## src/rtl/fetch_issue_queue.sv

```systemverilog
// Fetch-to-decode instruction pair queue: two-wide enqueue, two-wide FWFT dequeue, flush on redirect.
// Optional FETCH_IQ_PERF_CNT_EN adds stall/empty cycle counters.
module fetch_issue_queue #(
  parameter int unsigned DEPTH = 8,
  parameter int unsigned XLEN  = 32
) (
  input  logic            clk,
  input  logic            reset,
  input  logic            flush,
  input  logic            in_valid1,
  input  logic            in_valid2,
  input  logic [XLEN-1:0] in_instr1,
  input  logic [XLEN-1:0] in_instr2,
  input  logic [XLEN-1:0] in_pc,
  output logic            stall,
  output logic            out_valid1,
  output logic            out_valid2,
  output logic [XLEN-1:0] out_instr1,
  output logic [XLEN-1:0] out_instr2,
  output logic [XLEN-1:0] out_pc1,
  output logic [XLEN-1:0] out_pc2,
  input  logic            out_ready1,
  input  logic            out_ready2
`ifdef FETCH_IQ_PERF_CNT_EN
  ,
  output logic [31:0]     perf_stall_cycles,
  output logic [31:0]     perf_empty_cycles
`endif
);

  localparam int unsigned AW = $clog2(DEPTH);
  localparam int unsigned CW = AW + 1;

  logic [XLEN-1:0] instr_mem_q [DEPTH];
  logic [XLEN-1:0] instr_mem_d [DEPTH];
  logic [XLEN-1:0] pc_mem_q    [DEPTH];
  logic [XLEN-1:0] pc_mem_d    [DEPTH];

  logic [AW-1:0] head_q, head_d;
  logic [AW-1:0] tail_q, tail_d;
  logic [CW-1:0] count_q, count_d;
  logic [AW-1:0] head_p1, tail_p1;
  logic [1:0]    enq, deq;

  assign head_p1 = head_q + AW'(1);
  assign tail_p1 = tail_q + AW'(1);

  // Fewer than two free entries means count exceeds DEPTH-2; registered count only.
  assign stall      = count_q > CW'(DEPTH - 2);
  assign out_valid1 = count_q != '0;
  assign out_valid2 = count_q > CW'(1);

  always_comb begin
    out_instr1 = '0;
    out_pc1    = '0;
    out_instr2 = '0;
    out_pc2    = '0;
    if (out_valid1) begin
      out_instr1 = instr_mem_q[head_q];
      out_pc1    = pc_mem_q[head_q];
    end
    if (out_valid2) begin
      out_instr2 = instr_mem_q[head_p1];
      out_pc2    = pc_mem_q[head_p1];
    end
  end

  always_comb begin
    enq = '0;
    deq = '0;
    if (!flush && !stall && in_valid1) begin
      enq = in_valid2 ? 2'd2 : 2'd1;
    end
    if (!flush) begin
      deq = {1'b0, out_valid1 & out_ready1} + {1'b0, out_valid2 & out_ready2 & out_ready1};
    end

    instr_mem_d = instr_mem_q;
    pc_mem_d    = pc_mem_q;
    if (enq != 2'd0) begin
      instr_mem_d[tail_q] = in_instr1;
      pc_mem_d[tail_q]    = in_pc;
    end
    if (enq == 2'd2) begin
      instr_mem_d[tail_p1] = in_instr2;
      pc_mem_d[tail_p1]    = in_pc + XLEN'(4);
    end

    if (flush) begin
      head_d  = '0;
      tail_d  = '0;
      count_d = '0;
    end else begin
      head_d  = head_q + AW'(deq);
      tail_d  = tail_q + AW'(enq);
      count_d = count_q + CW'(enq) - CW'(deq);
    end
  end

  always_ff @(posedge clk or posedge reset) begin
    if (reset) begin
      head_q  <= '0;
      tail_q  <= '0;
      count_q <= '0;
      for (int unsigned i = 0; i < DEPTH; i++) begin
        instr_mem_q[i] <= '0;
        pc_mem_q[i]    <= '0;
      end
    end else begin
      head_q      <= head_d;
      tail_q      <= tail_d;
      count_q     <= count_d;
      instr_mem_q <= instr_mem_d;
      pc_mem_q    <= pc_mem_d;
    end
  end

`ifdef FETCH_IQ_PERF_CNT_EN
  logic [31:0] perf_stall_q, perf_stall_d;
  logic [31:0] perf_empty_q, perf_empty_d;

  // Counters survive flush; only reset clears them.
  always_comb begin
    perf_stall_d = perf_stall_q;
    perf_empty_d = perf_empty_q;
    if (stall && in_valid1) perf_stall_d = perf_stall_q + 32'd1;
    if (count_q == '0)      perf_empty_d = perf_empty_q + 32'd1;
  end

  always_ff @(posedge clk or posedge reset) begin
    if (reset) begin
      perf_stall_q <= '0;
      perf_empty_q <= '0;
    end else begin
      perf_stall_q <= perf_stall_d;
      perf_empty_q <= perf_empty_d;
    end
  end

  assign perf_stall_cycles = perf_stall_q;
  assign perf_empty_cycles = perf_empty_q;
`endif

endmodule

```

## config.mk

```make
export PLATFORM = sky130hd
export DESIGN_NAME = fetch_issue_queue
export DESIGN_NICKNAME = d
export VERILOG_FILES = /design/src/rtl/fetch_issue_queue.sv
export SDC_FILE = /design/constraint.sdc
export NUM_CORES = 2
export LEC_CHECK = 0
export CORE_ASPECT_RATIO = 1.75
export CORE_UTILIZATION = 35
export CTS_CLUSTER_DIAMETER = 60
export DETAILED_ROUTE_END_ITERATION = 10
export GPL_TIMING_DRIVEN = 0
export RECOVER_POWER = 25
export REMOVE_ABC_BUFFERS = 1
export SYNTH_ARGS = -nofsm -noshare
export SYNTH_HDL_FRONTEND = slang
export SYNTH_SLANG_ARGS = --single-unit
export TNS_END_PERCENT = 10
```

## constraint.sdc

```tcl
create_clock -name clk -period 26.1 [get_ports clk]
set_input_delay 5.22 -clock clk [delete_from_list [all_inputs] [get_ports clk]]
set_output_delay 5.22 -clock clk [all_outputs]
set_load 0.005 [all_outputs]
```

==> reports/metrics.cfg <==
[cts]
clk_path_buf_depth=3
path_clk_slew_ns=0.06
h-tree-depth=2
clock-sinks=522
numCtsBuffers=56
tritoncts=yes
root_buffer=sky130_fd_sc_hd__clkbuf_16
ctsResizeCount=0
cts-hold-fix-buffers=0
clock_insertion_delay_worst_skew_ns=0.65
cts_post_setup_buffers_inserted=0

[critical_path]
crit_type=input pin to async pin
worst-endpoint-required_ns=24.68
cp_cell_sequence=dlygate4sd3_1, clkinvlp_2, clkbuf_1, clkbuf_1
timing.critical_path.from_type=input pin
worstPathArrival_ns=14.64
crit_path_max_fanout=97
crit_path_frequent_cell=sky130_fd_sc_hd__clkbuf_1
worstSetupEndpointType=async pin
cp_slowest_stage_delay_ns=4.10
cp_slowest_cell=sky130_fd_sc_hd__clkbuf_1

[routing]
post-route-drc-count=0
antenna_violating_nets_post_route=0
drt_pass1_iterations=8
post_drt_wl_per_cell_um=27.8
routed-via-count=30500
avgViaCountPerCell=6.33
drt_iter0_markers=3690
detail_route.wirelength_um=134000

[sta]
fin_tns_setup_ns=0
clock-skew-final_ns=0.0250
rsz0062_at_grt=false
fin_crit_sh=0.615
final-setup-viol-count=0
hold_ws_ns=0.489
maxSlewViolCount=310
hold_viol_final=0
worst_slew_pin_slew_ns=5.65
min_period_ns=16.06
slew-limit-headroom=-2.77
maxClockFrequency_mhz=62.3

[power]
power.ir.vdd_worst_uv=61.4
powerDensity_mw_per_mm2=99.8
power.leakage_nw=15.4

[global_routing]
grt_pass1_wl_um=199000
globalRouteMet3Util=0.0597
overflow_left_after_global_routing=0
global_route.usage.met2=0.462
vias_in_the_first_global_route=30700
global_route.usage.total=0.282
grt_start_max_net_pins=118
grt.busiest_layer=met2
number_of_antenna_violations_at_the_first_check_in_global_routing=12
global_route.usage.met1=0.342

[place]
hpwl_um=86800
port_buffers=233
globalplace.congestion=0.809

[synth]
yosys-top-cells-count=sky130_fd_sc_hd__nand2_1, sky130_fd_sc_hd__dfrtp_1, sky130_fd_sc_hd__nor2_1
ys_async_sr_fraction=1.00
synthCells=3559
synth.yosys.seq_area_share=0.399
synth_top_area_cell=sky130_fd_sc_hd__dfrtp_1
post-synth-top-count-cell=sky130_fd_sc_hd__nand2_1
ys_types=66
yosys_warnings=0
synth-seq-cells=522
syn-mean-instance-area_sq_um=9.19
synth-edff-count=0
synth_top_cells_by_area=sky130_fd_sc_hd__dfrtp_1, sky130_fd_sc_hd__mux4_2, sky130_fd_sc_hd__nand2_1
ys_dominant_reg_cell=sky130_fd_sc_hd__dfrtp_1
post_synth_instance_area_sq_mm=0.0327
synth_largest_type_area_fraction=0.399

[layout]
nNetsFinal=3690
final_layout_size_suffix_gt1_frac=0.150
layout-area-overhead-vs-synth_pct=20.1

[floorplan]
die_area_sq_mm=0.0947
core-area_sq_mm=0.0928
io-pin-count=234
initial_util=0.353
die_height_um=406
row_count=148
dieWidth_um=233

[status]
outcome=finished with violations
failing_checks=capacitance limit, slew limit

[flow_run]
cap_violations=4

[min_path]
hp_class=register to register

[logic make-up (layout without fill, tap and decap cells)]
logic type / Yosys count / count (layout) / share of synthesized area
and+or+nand+nor: 1475 / 1475 / 0.186
AOI/OAI and AO/OA: 761 / 761 / 0.144
adders and majority gates: 17 / 17 / 0.00742
DFF: 522 / 522 / 0.399
buffers and inverters: 422 / 472 / 0.0546
xor gates and xnor gates: 23 / 23 / 0.00616
other: 0 / 8 / 0
muxes: 339 / 339 / 0.202
[path summary, 6_finish.rpt]
check,slack [ns],to,start,cells past startpoint
setup / recovery,10.04,head_q[0],reset,4
hold / removal,0.49,pc_mem_q[1],pc_mem_q[1],2
setup reg to reg,22.12,count_q[3],count_q[3],17
hold reg to reg,0.49,pc_mem_q[1],pc_mem_q[1],2
max in group clk,15.94,out_pc2[3],head_q[1],8
min in group asynchronous,6.03,instr_mem_q[82],reset,2
[state kept, by name (all words and copies together), names as in the netlist]
name and cells:
count_q 4, tail_q 3, pc_mem_q 256, instr_mem_q 256
head_q 3
[cells in the final DEF (no fill, tap or decap), types with 63 or more instances in the layout]
cell,instances
sky130_fd_sc_hd__a21oi_1,187
sky130_fd_sc_hd__a31oi_1,296
sky130_fd_sc_hd__clkdlybuf4s50_1,231
sky130_fd_sc_hd__dfrtp_1,519
sky130_fd_sc_hd__mux2i_1,72
sky130_fd_sc_hd__mux4_2,256
sky130_fd_sc_hd__nand2_1,835
sky130_fd_sc_hd__nor2_1,457
sky130_fd_sc_hd__o21ai_0,63
sky130_fd_sc_hd__o22ai_1,78
[critical path, delay by kind of cell]
family / cells / cell delay (ns)
buf+inv: 4 / 9.24
[through the flow]
stage / setup slack (ns) / power, mW / utilization / std cells / instance area [sq um]
2_1_floorplan: 6.30 / 2.34 / - / 3164 / 31000
3_3_place_gp: -1.50 / 3.20 / 0.376 / 4597 / 34900
3_5_place_dp: 16.52 / 3.11 / 0.404 / 4712 / 37500
4_1_cts: 15.83 / 3.94 / 0.424 / 4809 / 39300
5_1_grt: 8.27 / 4.13 / 0.423 / 4814 / 39300
6_report: 10.04 / 3.92 / 0.423 / 4817 / 39300
[layer usage]
layer,vias to the layer above,share of wire
li1,12800,-
met1,15400,0.37
met2,1855,0.49
met3,493,0.089
met4,12,0.058
met5,-,0.00049
[layout make-up]
class,count,area [sq um]
Fill cell,8840,53500
Multi-Input combinational cell,2615,18200
Sequential cell,522,13100
Timing Repair Buffer,348,4550
Clock buffer,78,1600
Tap cell,1200,1500
Clock inverter,19,220
Inverter,27,103
Antenna cell,8,20.0
[report_power, final]
group,switching (mW),internal (mW),leakage (nW)
Sequential,0.210,1.05,6.75
Combinational,0.859,0.977,7.73
Clock,0.364,0.465,0.896
No activity file was read; power rests on OpenSTA's default activity.
